**src/rtl/memu_pkg.sv**
```systemverilog
// memu_pkg: shared definitions for the memory-access stage.
//   - mem_op encodings (loads and stores share the 3-bit field)
//   - FSM state encoding (2 bits)
//   - ex_to_mem_bus field offsets, packed MSB..LSB as
//     {mem_op[2:0], mem_re, mem_we, st_data, alu_res, regAddr, regW}
package memu_pkg;

  localparam logic [2:0] OP_LB  = 3'b000;
  localparam logic [2:0] OP_LH  = 3'b001;
  localparam logic [2:0] OP_LW  = 3'b010;
  localparam logic [2:0] OP_LBU = 3'b100;
  localparam logic [2:0] OP_LHU = 3'b101;
  localparam logic [2:0] OP_SB  = 3'b000;
  localparam logic [2:0] OP_SH  = 3'b001;
  localparam logic [2:0] OP_SW  = 3'b010;

  localparam logic [1:0] ST_IDLE = 2'd0;
  localparam logic [1:0] ST_REQ  = 2'd1;
  localparam logic [1:0] ST_RESP = 2'd2;
  localparam logic [1:0] ST_HOLD = 2'd3;

  // Bus field offsets; regW is bit 0, regAddr starts at bit 1.
  localparam int unsigned BUS_REGW_BIT = 0;
  localparam int unsigned BUS_RA_LSB   = 1;

  function automatic int unsigned bus_alu_lsb(input int unsigned aw);
    return aw + 1;
  endfunction

  function automatic int unsigned bus_st_lsb(input int unsigned aw, input int unsigned dw);
    return aw + 1 + dw;
  endfunction

  function automatic int unsigned bus_we_bit(input int unsigned aw, input int unsigned dw);
    return aw + 1 + 2 * dw;
  endfunction

  function automatic int unsigned bus_re_bit(input int unsigned aw, input int unsigned dw);
    return aw + 2 + 2 * dw;
  endfunction

  function automatic int unsigned bus_op_lsb(input int unsigned aw, input int unsigned dw);
    return aw + 3 + 2 * dw;
  endfunction

endpackage

```
**src/rtl/memu_align.sv**
```systemverilog
// memu_align: combinational byte-lane logic for memu (4 lanes, 32-bit word).
//   op_i/off_i  : mem_op and byte offset of the registered instruction
//   store_i     : registered instruction is a store (wstrb forced 0 otherwise)
//   st_data_i   : store data, replicated across lanes -> wdata_o / wstrb_o
//   rdata_i     : read word, shifted/extended -> ld_data_o
//   chk_*       : incoming instruction fields for misalign detect (only built
//                 with MEMU_MISALIGN_CHECK_EN) -> misalign_o
module memu_align
  import memu_pkg::*;
#(
  parameter int DATA_WIDTH = 32
) (
`ifdef MEMU_MISALIGN_CHECK_EN
  input  logic                  chk_mem_i,
  input  logic [2:0]            chk_op_i,
  input  logic [1:0]            chk_off_i,
  output logic                  misalign_o,
`endif
  input  logic [2:0]            op_i,
  input  logic [1:0]            off_i,
  input  logic                  store_i,
  input  logic [DATA_WIDTH-1:0] st_data_i,
  input  logic [DATA_WIDTH-1:0] rdata_i,
  output logic [DATA_WIDTH-1:0] ld_data_o,
  output logic [DATA_WIDTH-1:0] wdata_o,
  output logic [3:0]            wstrb_o
);

  logic [DATA_WIDTH-1:0] sh;

  assign sh = rdata_i >> {off_i, 3'b000};

  always_comb begin
    case (op_i)
      OP_LB:   ld_data_o = {{(DATA_WIDTH-8){sh[7]}}, sh[7:0]};
      OP_LH:   ld_data_o = {{(DATA_WIDTH-16){sh[15]}}, sh[15:0]};
      OP_LW:   ld_data_o = rdata_i;
      OP_LBU:  ld_data_o = {{(DATA_WIDTH-8){1'b0}}, sh[7:0]};
      OP_LHU:  ld_data_o = {{(DATA_WIDTH-16){1'b0}}, sh[15:0]};
      default: ld_data_o = rdata_i;
    endcase
  end

  // Upper lanes shifted past bit 3 fall off the 4-bit strobe: a misaligned
  // access simply loses the bytes that would land in the next word.
  always_comb begin
    case (op_i)
      OP_SB: begin
        wdata_o = {4{st_data_i[7:0]}};
        wstrb_o = 4'b0001 << off_i;
      end
      OP_SH: begin
        wdata_o = {2{st_data_i[15:0]}};
        wstrb_o = 4'b0011 << off_i;
      end
      default: begin
        wdata_o = st_data_i;
        wstrb_o = 4'b1111;
      end
    endcase
    if (!store_i) wstrb_o = 4'b0000;
  end

`ifdef MEMU_MISALIGN_CHECK_EN
  // Halfword codes double as LH/SH, word code as LW/SW.
  assign misalign_o = chk_mem_i &
                      ((((chk_op_i == OP_LH) | (chk_op_i == OP_LHU)) & chk_off_i[0]) |
                       ((chk_op_i == OP_LW) & (chk_off_i != 2'b00)));
`endif

endmodule

```
**src/rtl/memu.sv**
```systemverilog
// memu: memory-access stage between execute and write-back.
//   clk, rst (async, active low)
//   ex_to_mem_bus/valid, mem_to_ex_ready : instruction in (valid/ready)
//   mem_to_wb_bus/valid, wb_to_mem_ready : {regData, regAddr, regW} out
//   dmem_req_* / dmem_addr/wen/wdata/wstrb : memory request
//   dmem_resp_valid/ready, dmem_rdata     : memory response
//   mem_misalign_err : 1-cycle pulse on the first HOLD cycle of a rejected
//                      misaligned access (MEMU_MISALIGN_CHECK_EN), else 0.
// Single entry, FSM IDLE -> REQ -> RESP -> HOLD; non-memory ops go
// IDLE -> HOLD. HOLD accepts the next instruction in the same cycle the
// current one leaves, so back-to-back ops see no bubble.
module memu
  import memu_pkg::*;
#(
  parameter int ADDR_WIDTH = 5,
  parameter int DATA_WIDTH = 32
) (
  input  logic                             clk,
  input  logic                             rst,
  input  logic [2*DATA_WIDTH+ADDR_WIDTH+5:0] ex_to_mem_bus,
  input  logic                             ex_to_mem_valid,
  output logic                             mem_to_ex_ready,
  output logic [DATA_WIDTH+ADDR_WIDTH:0]   mem_to_wb_bus,
  output logic                             mem_to_wb_valid,
  input  logic                             wb_to_mem_ready,
  output logic                             dmem_req_valid,
  input  logic                             dmem_req_ready,
  output logic [DATA_WIDTH-1:0]            dmem_addr,
  output logic                             dmem_wen,
  output logic [DATA_WIDTH-1:0]            dmem_wdata,
  output logic [3:0]                       dmem_wstrb,
  input  logic                             dmem_resp_valid,
  output logic                             dmem_resp_ready,
  input  logic [DATA_WIDTH-1:0]            dmem_rdata,
  output logic                             mem_misalign_err
);

  localparam int unsigned ALU_LSB = bus_alu_lsb(ADDR_WIDTH);
  localparam int unsigned ST_LSB  = bus_st_lsb(ADDR_WIDTH, DATA_WIDTH);
  localparam int unsigned WE_BIT  = bus_we_bit(ADDR_WIDTH, DATA_WIDTH);
  localparam int unsigned RE_BIT  = bus_re_bit(ADDR_WIDTH, DATA_WIDTH);
  localparam int unsigned OP_LSB  = bus_op_lsb(ADDR_WIDTH, DATA_WIDTH);

  logic [2:0]            in_op;
  logic                  in_re, in_we, in_regw;
  logic [DATA_WIDTH-1:0] in_st, in_alu;
  logic [ADDR_WIDTH-1:0] in_ra;

  assign in_op   = ex_to_mem_bus[OP_LSB +: 3];
  assign in_re   = ex_to_mem_bus[RE_BIT];
  assign in_we   = ex_to_mem_bus[WE_BIT];
  assign in_st   = ex_to_mem_bus[ST_LSB +: DATA_WIDTH];
  assign in_alu  = ex_to_mem_bus[ALU_LSB +: DATA_WIDTH];
  assign in_ra   = ex_to_mem_bus[BUS_RA_LSB +: ADDR_WIDTH];
  assign in_regw = ex_to_mem_bus[BUS_REGW_BIT];

  logic [1:0]            state_q, state_d;
  logic [2:0]            op_q, op_d;
  logic                  re_q, re_d, we_q, we_d;
  logic [DATA_WIDTH-1:0] st_q, st_d, alu_q, alu_d, data_q, data_d;
  logic [ADDR_WIDTH-1:0] ra_q, ra_d;
  logic                  regw_q, regw_d;

  logic                  accept, mis_in;
  logic [DATA_WIDTH-1:0] ld_data;

  memu_align #(.DATA_WIDTH(DATA_WIDTH)) u_align (
`ifdef MEMU_MISALIGN_CHECK_EN
    .chk_mem_i (in_re | in_we),
    .chk_op_i  (in_op),
    .chk_off_i (in_alu[1:0]),
    .misalign_o(mis_in),
`endif
    .op_i      (op_q),
    .off_i     (alu_q[1:0]),
    .store_i   (we_q & ~re_q),
    .st_data_i (st_q),
    .rdata_i   (dmem_rdata),
    .ld_data_o (ld_data),
    .wdata_o   (dmem_wdata),
    .wstrb_o   (dmem_wstrb)
  );

`ifndef MEMU_MISALIGN_CHECK_EN
  assign mis_in = 1'b0;
`endif

  // Gated by rst so the stage advertises nothing while held in reset.
  assign mem_to_ex_ready = rst & ((state_q == ST_IDLE) |
                                  ((state_q == ST_HOLD) & wb_to_mem_ready));
  assign accept          = ex_to_mem_valid & mem_to_ex_ready;

  assign dmem_req_valid  = (state_q == ST_REQ);
  assign dmem_resp_ready = (state_q == ST_RESP);
  assign dmem_addr       = {alu_q[DATA_WIDTH-1:2], 2'b00};
  assign dmem_wen        = we_q & ~re_q;   // re+we together behaves as a load
  assign mem_to_wb_valid = (state_q == ST_HOLD);
  assign mem_to_wb_bus   = {data_q, ra_q, regw_q};

  always_comb begin
    state_d = state_q;
    op_d    = op_q;
    re_d    = re_q;
    we_d    = we_q;
    st_d    = st_q;
    alu_d   = alu_q;
    ra_d    = ra_q;
    regw_d  = regw_q;
    data_d  = data_q;
    case (state_q)
      ST_REQ:  if (dmem_req_ready) state_d = ST_RESP;
      ST_RESP: if (dmem_resp_valid) begin
        if (re_q) data_d = ld_data;
        state_d = ST_HOLD;
      end
      ST_HOLD: if (wb_to_mem_ready) state_d = ST_IDLE;
      default: ;
    endcase
    // Accept overrides HOLD->IDLE, giving the bubble-free handoff.
    if (accept) begin
      op_d    = in_op;
      re_d    = in_re;
      we_d    = in_we;
      st_d    = in_st;
      alu_d   = in_alu;
      ra_d    = in_ra;
      regw_d  = in_regw & ~mis_in;
      data_d  = in_alu;
      state_d = ((in_re | in_we) & ~mis_in) ? ST_REQ : ST_HOLD;
    end
  end

  always_ff @(posedge clk or negedge rst) begin
    if (!rst) begin
      state_q <= ST_IDLE;
      op_q    <= '0;
      re_q    <= 1'b0;
      we_q    <= 1'b0;
      st_q    <= '0;
      alu_q   <= '0;
      ra_q    <= '0;
      regw_q  <= 1'b0;
      data_q  <= '0;
    end else begin
      state_q <= state_d;
      op_q    <= op_d;
      re_q    <= re_d;
      we_q    <= we_d;
      st_q    <= st_d;
      alu_q   <= alu_d;
      ra_q    <= ra_d;
      regw_q  <= regw_d;
      data_q  <= data_d;
    end
  end

`ifdef MEMU_MISALIGN_CHECK_EN
  // Set on the accepting edge, so it is high exactly for the first HOLD cycle.
  logic err_q;
  always_ff @(posedge clk or negedge rst) begin
    if (!rst) err_q <= 1'b0;
    else      err_q <= accept & mis_in;
  end
  assign mem_misalign_err = err_q;
`else
  assign mem_misalign_err = 1'b0;
`endif

endmodule

```
**config.mk**
```make
export PLATFORM = sky130hd
export DESIGN_NAME = memu
export DESIGN_NICKNAME = d
export VERILOG_FILES = /design/src/rtl/memu_pkg.sv /design/src/rtl/memu_align.sv /design/src/rtl/memu.sv
export SDC_FILE = /design/constraint.sdc
export NUM_CORES = 1
export LEC_CHECK = 0
export BUFFER_PORTS_ARGS = -buffer_cell sky130_fd_sc_hd__buf_4
export CAP_MARGIN = 10
export CORE_AREA = 5 5 137 107
export CTS_CLUSTER_SIZE = 30
export DETAILED_ROUTE_END_ITERATION = 12
export DIE_AREA = 0 0 142 112
export PLACE_DENSITY = 0.87
export SLEW_MARGIN = 20
export SYNTH_ARGS = -nofsm -noshare
export SYNTH_HDL_FRONTEND = slang
export SYNTH_SLANG_ARGS = --single-unit
export TNS_END_PERCENT = 10
```
**constraint.sdc**
```tcl
create_clock -name clk -period 1.7 [get_ports clk]
set_clock_uncertainty 0.2 [all_clocks]
set_input_delay 0.085 -clock clk [delete_from_list [all_inputs] [get_ports clk]]
set_output_delay 0.085 -clock clk [all_outputs]
set_load 0.01 [all_outputs]
```
==> impl_results.html <==
<table>
<tr><th>Metric</th><th>Value</th></tr>
<tr><th colspan="2">Route</th></tr>
<tr><td>Detailed-route DRC error count</td><td>0</td></tr>
<tr><td>Initial DRT Pass Iterations</td><td>5</td></tr>
<tr><td>Post-DR vias/cell</td><td>5.40</td></tr>
<tr><td>WL/cell</td><td>19.0 um</td></tr>
<tr><td>Final routed wirelength across all metal layers</td><td>roughly 22 mm</td></tr>
<tr><td>Vias</td><td>approximately 6300</td></tr>
<tr><td>Number of DRC violations after detailed-routing iteration 0</td><td>511</td></tr>
<tr><td>Antenna-violating nets left</td><td>0</td></tr>
<tr><th colspan="2">Power and ir drop</th></tr>
<tr><td>Relative contribution of the clock network to total power</td><td>0.124</td></tr>
<tr><td>Max rail drop VDD</td><td>0.892 mV</td></tr>
<tr><td>Switching power as a share of total power</td><td>0.401</td></tr>
<tr><td>Internal cell power</td><td>about 0.0098 W</td></tr>
<tr><td>Logic pwr share</td><td>0.583</td></tr>
<tr><td>Pwr per Cell Area</td><td>1740 nW/um2</td></tr>
<tr><td>Leak Pwr</td><td>4.68 nW</td></tr>
<tr><td>Sequential group share of total power</td><td>0.293</td></tr>
<tr><td>Switching power</td><td>0.00656 W</td></tr>
<tr><th colspan="2">CTS</th></tr>
<tr><td>Buffer levels on the longest clock path</td><td>2</td></tr>
<tr><td>Clk_lat worst skew</td><td>0.34 ns</td></tr>
<tr><td>H-Tree Level Count</td><td>3</td></tr>
<tr><td>TritonCTS sink count</td><td>around 110</td></tr>
<tr><td>TritonCTS clock tree</td><td>built</td></tr>
<tr><td>Cell at the root of the clock tree</td><td>sky130_fd_sc_hd__clkbuf_16</td></tr>
<tr><td>Clock transition time at the flip-flop clock pins of the worst setup and hold paths</td><td>0.07 ns</td></tr>
<tr><td>TritonCTS buffer count</td><td>9</td></tr>
<tr><th colspan="2">Placement</th></tr>
<tr><td>Count of buffers from port buffering</td><td>221</td></tr>
<tr><td>HPWL after DPL</td><td>~14 mm</td></tr>
<tr><td>Routability cong.</td><td>roughly 0.9</td></tr>
<tr><td>Placed insts</td><td>1041</td></tr>
<tr><th colspan="2">Critical path</th></tr>
<tr><td>Critical path fanouts, max</td><td>8</td></tr>
<tr><td>Worst path cell trace</td><td>buf_6 -&gt; nor3_4 -&gt; buf_12 -&gt; mux2_4 -&gt; buf_6</td></tr>
<tr><td>Buffers plus inverters on the worst setup path</td><td>3</td></tr>
<tr><td>Worst setup startpoint</td><td>op_q[0]</td></tr>
<tr><td>Critical Path AT</td><td>1.70 ns</td></tr>
<tr><td>Capturing point of the worst reg2reg path</td><td>data_q[10]</td></tr>
<tr><td>CP most frequent cell</td><td>sky130_fd_sc_hd__buf_6</td></tr>
<tr><td>CP startpoint kind</td><td>flop</td></tr>
<tr><td>Worst reg-to-reg path cell count</td><td>4</td></tr>
<tr><td>CP Data Required Time</td><td>1.41 ns</td></tr>
<tr><td>Kind of critical path</td><td>flop to output pin</td></tr>
<tr><td>Largest delay share family, worst path</td><td>buffers and inverters</td></tr>
<tr><td>Largest stage delay on the critical path</td><td>0.41 ns</td></tr>
<tr><td>Crit path max-delay cell type</td><td>sky130_fd_sc_hd__dfrtp_2</td></tr>
<tr><td>Worst reg-to-reg setup slack</td><td>-0.18 ns</td></tr>
<tr><td>Endpoint kind of the worst setup timing path</td><td>output pin</td></tr>
<tr><td>Origin of the critical flop-to-flop path</td><td>alu_q[1]</td></tr>
<tr><th colspan="2">Job</th></tr>
<tr><td>MaxCap Viol Count</td><td>0</td></tr>
<tr><th colspan="2">Final layout</th></tr>
<tr><td>Fraction of final layout cells with drive strength greater than 1</td><td>0.350</td></tr>
<tr><td>Non-filler cells, final</td><td>1171</td></tr>
<tr><td>Final core occ</td><td>0.711</td></tr>
<tr><td>Antenna diodes</td><td>0</td></tr>
<tr><td>Area growth syn-to-layout</td><td>63.0%</td></tr>
<tr><td>Nets</td><td>1104</td></tr>
<tr><th colspan="2">Global route</th></tr>
<tr><td>GRT Overall Usage</td><td>0.272</td></tr>
<tr><td>Global-route met3 utilization</td><td>0.0653</td></tr>
<tr><td>Pin count of the biggest net entering global routing</td><td>72</td></tr>
<tr><td>Number of antenna violations at the first check in global routing</td><td>0</td></tr>
<tr><td>Met2 usage in global routing</td><td>0.450</td></tr>
<tr><td>Global Route met1 Usage</td><td>0.347</td></tr>
<tr><td>Number of global-route vias before repair</td><td>6375</td></tr>
<tr><td>Busiest layer in global routing</td><td>met2</td></tr>
<tr><td>First-pass GRT wire length</td><td>around 35 mm</td></tr>
<tr><td>Total congestion overflow</td><td>0</td></tr>
<tr><th colspan="2">Floorplanning</th></tr>
<tr><td>Core area</td><td>13200 um2</td></tr>
<tr><td>I/O pin count</td><td>about 230</td></tr>
<tr><td>Cell row count</td><td>37</td></tr>
<tr><td>Initial core utilization</td><td>0.436</td></tr>
<tr><td>Horizontal die dimension</td><td>142 um</td></tr>
<tr><td>Die Area</td><td>15900 um2</td></tr>
<tr><td>Chip height</td><td>around 110 um</td></tr>
<tr><th colspan="2">Logic synthesis</th></tr>
<tr><td>Gate Count Post-Synth</td><td>671</td></tr>
<tr><td>Top-area cell type share of the netlist area</td><td>0.472</td></tr>
<tr><td>Register area share after synthesis</td><td>0.472</td></tr>
<tr><td>Flip-flop and latch count after synthesis</td><td>109</td></tr>
<tr><td>Biggest area consumer among synthesized cells</td><td>sky130_fd_sc_hd__dfrtp_1</td></tr>
<tr><td>Unique cell type count in the Yosys netlist</td><td>42</td></tr>
<tr><td>Cell types with the largest area share after synthesis</td><td>sky130_fd_sc_hd__dfrtp_1 (47%), sky130_fd_sc_hd__nand2_1 (15%), sky130_fd_sc_hd__buf_4 (5.7%)</td></tr>
<tr><td>Number of warnings issued by yosys</td><td>0</td></tr>
<tr><td>Average cell area after synthesis</td><td>8.61 um2</td></tr>
<tr><td>Mapped cell area</td><td>5780 um2</td></tr>
<tr><th colspan="2">STA</th></tr>
<tr><td>Sum of negative setup slack</td><td>-8.70 ns</td></tr>
<tr><td>Actual transition at the worst max-transition pin</td><td>approximately 0.50 ns</td></tr>
<tr><td>Final min period</td><td>~2.0 ns</td></tr>
<tr><td>Max Transition Viols Final</td><td>0</td></tr>
<tr><td>Max Fclk</td><td>roughly 500 MHz</td></tr>
<tr><td>Final worst setup slack</td><td>-0.288 ns</td></tr>
<tr><td>Final critical-path share of the clock period</td><td>1.17</td></tr>
<tr><td>Slew margin rel.</td><td>0.663</td></tr>
<tr><td>Worst hold-check slack</td><td>around 0.029 ns</td></tr>
<tr><td>RSZ-0062 raised after global routing</td><td>yes</td></tr>
<tr><td>Endpoints failing setup</td><td>58</td></tr>
<tr><td>Hold violation count in the final report</td><td>0</td></tr>
<tr><th colspan="2">Hold path</th></tr>
<tr><td>Hold Crit Depth</td><td>4</td></tr>
<tr><td>Hold Path Sink</td><td>data_q[7]</td></tr>
<tr><td>Min-delay worst type</td><td>input pin to flop</td></tr>
<tr><td>Worst hold path startpoint</td><td>dmem_rdata[7]</td></tr>
<tr><th colspan="2">Run status</th></tr>
<tr><td>Result of the run</td><td>complete, but fails checks</td></tr>
<tr><td>Violated checks</td><td>negative setup slack</td></tr>
</table>
repair_timing:
item,4_1_cts,5_1_grt
buffers inserted,3,0
hold endpoints to repair,218,1
resized for setup,55,33
hold buffers,109,1
endpoints found under the setup margin,61,72
cloned,0,1
pin swaps,4,17
layout by cell type, fill, tap and decap left out, drive strengths merged, types with 3 or more instances in the layout:
cell / count
a2111oi: 8
nor2: 18
inv: 5
mux2: 18
conb: 3
nand2b: 14
o221ai: 8
nand2: 232
dlygate4sd3: 109
clkbuf: 11
a21oi: 36
o22ai: 7
nand3b: 9
o21ai: 59
dfrtp: 109
a2bb2oi: 8
buf: 282
clkinv: 5
mux2i: 17
o21a: 17
worst max-delay path by stage:
stage,endpoint,slack (ns),depth (start not counted)
2_1_floorplan,data_q[10],-0.03,5
3_3_place_gp,data_q[7],-0.33,5
3_5_place_dp,data_q[5],-0.37,5
4_1_cts,dmem_wdata[9],-0.29,5
5_1_grt,dmem_wdata[9],-0.36,5
6_report,dmem_wdata[9],-0.29,5
per-stage QoR:
| step | setup WS (ns) | area, um2 | power, W |
|---|---|---|---|
| 3_3_place_gp | -0.331 | 7710 | 0.0128 |
| 4_1_cts | -0.290 | 9280 | 0.0159 |
| 5_1_grt | -0.357 | 9410 | 0.0174 |
| 6_report | -0.288 | 9410 | 0.0164 |
| 3_5_place_dp | -0.374 | 7710 | 0.0131 |
| 2_1_floorplan | -0.0281 | 5790 | 0.00930 |
worst reg2reg max path: stages (launching register included):
cell	delay, ns
sky130_fd_sc_hd__dfrtp_2	0.46
sky130_fd_sc_hd__mux2_2	0.35
sky130_fd_sc_hd__a221o_2	0.44
sky130_fd_sc_hd__o221ai_1	0.23
sky130_fd_sc_hd__a2bb2oi_1	0.09
registers in the layout, summed over array words and instances, names as in the netlist:
name / count
st_q: 32
regw_q: 1
data_q: 32
re_q: 1
ra_q: 5
state_q: 2
we_q: 1
alu_q: 32
op_q: 3
area by class of cell:
class	instances	area, um2
well taps	175	219
multi-input cells	474	2710
repair buffers	393	3460
flip-flops and latches	109	2730
clock inverters	6	45.0
clock buffers	10	239
fillers	927	3830
inverters	4	15.0
synthesized netlist by cell type (all sizes together):
| library cell | number |
|---|---|
| nor2b | 1 |
| mux2 | 18 |
| nand4b | 2 |
| dfrtp | 109 |
| nor3b | 1 |
| a2bb2oi | 8 |
| or2 | 2 |
| buf | 66 |
| clkbuf | 20 |
| o21ai | 59 |
| a2111oi | 8 |
| a31oi | 1 |
| and3 | 2 |
| o221ai | 8 |
| a221o | 2 |
| nor3 | 2 |
| o21a | 17 |
| mux2i | 17 |
| o211ai | 1 |
| inv | 3 |
| nand3b | 9 |
| o22ai | 7 |
| conb | 1 |
| nand2 | 232 |
| nor2 | 18 |
| nand2b | 14 |
| o32ai | 1 |
| o211a | 2 |
| a21oi | 36 |
| and2 | 2 |
| and2b | 1 |
| clkinv | 1 |
power groups by stage:
stage,registers (W),logic (W),clock network (W)
global route,0.00493,0.0103,0.00217
global placement,0.00470,0.00813,0
finish,0.00480,0.00954,0.00203
detailed placement,0.00473,0.00835,0
CTS,0.00473,0.00910,0.00206
floorplan,0.00467,0.00463,0
routing by layer:
metal | up-vias | wire (um) | part of all wire
met2 | 358 | 10900 | 0.49
met5 | - | 0 | 0
li1 | 2854 | - | -
met3 | 76 | 1830 | 0.082
met1 | 3039 | 8800 | 0.40
met4 | 0 | 774 | 0.035
kinds of logic (layout without fill, tap and decap cells):
family,after synthesis,in the layout,share of synthesized area
simple gates,286,286,0.206
compound gates,150,150,0.161
flops,109,109,0.472
buf+inv,90,413,0.0955
mux,35,35,0.0652
other cells,1,3,0.000649
(Power assumes the default switching activity.)
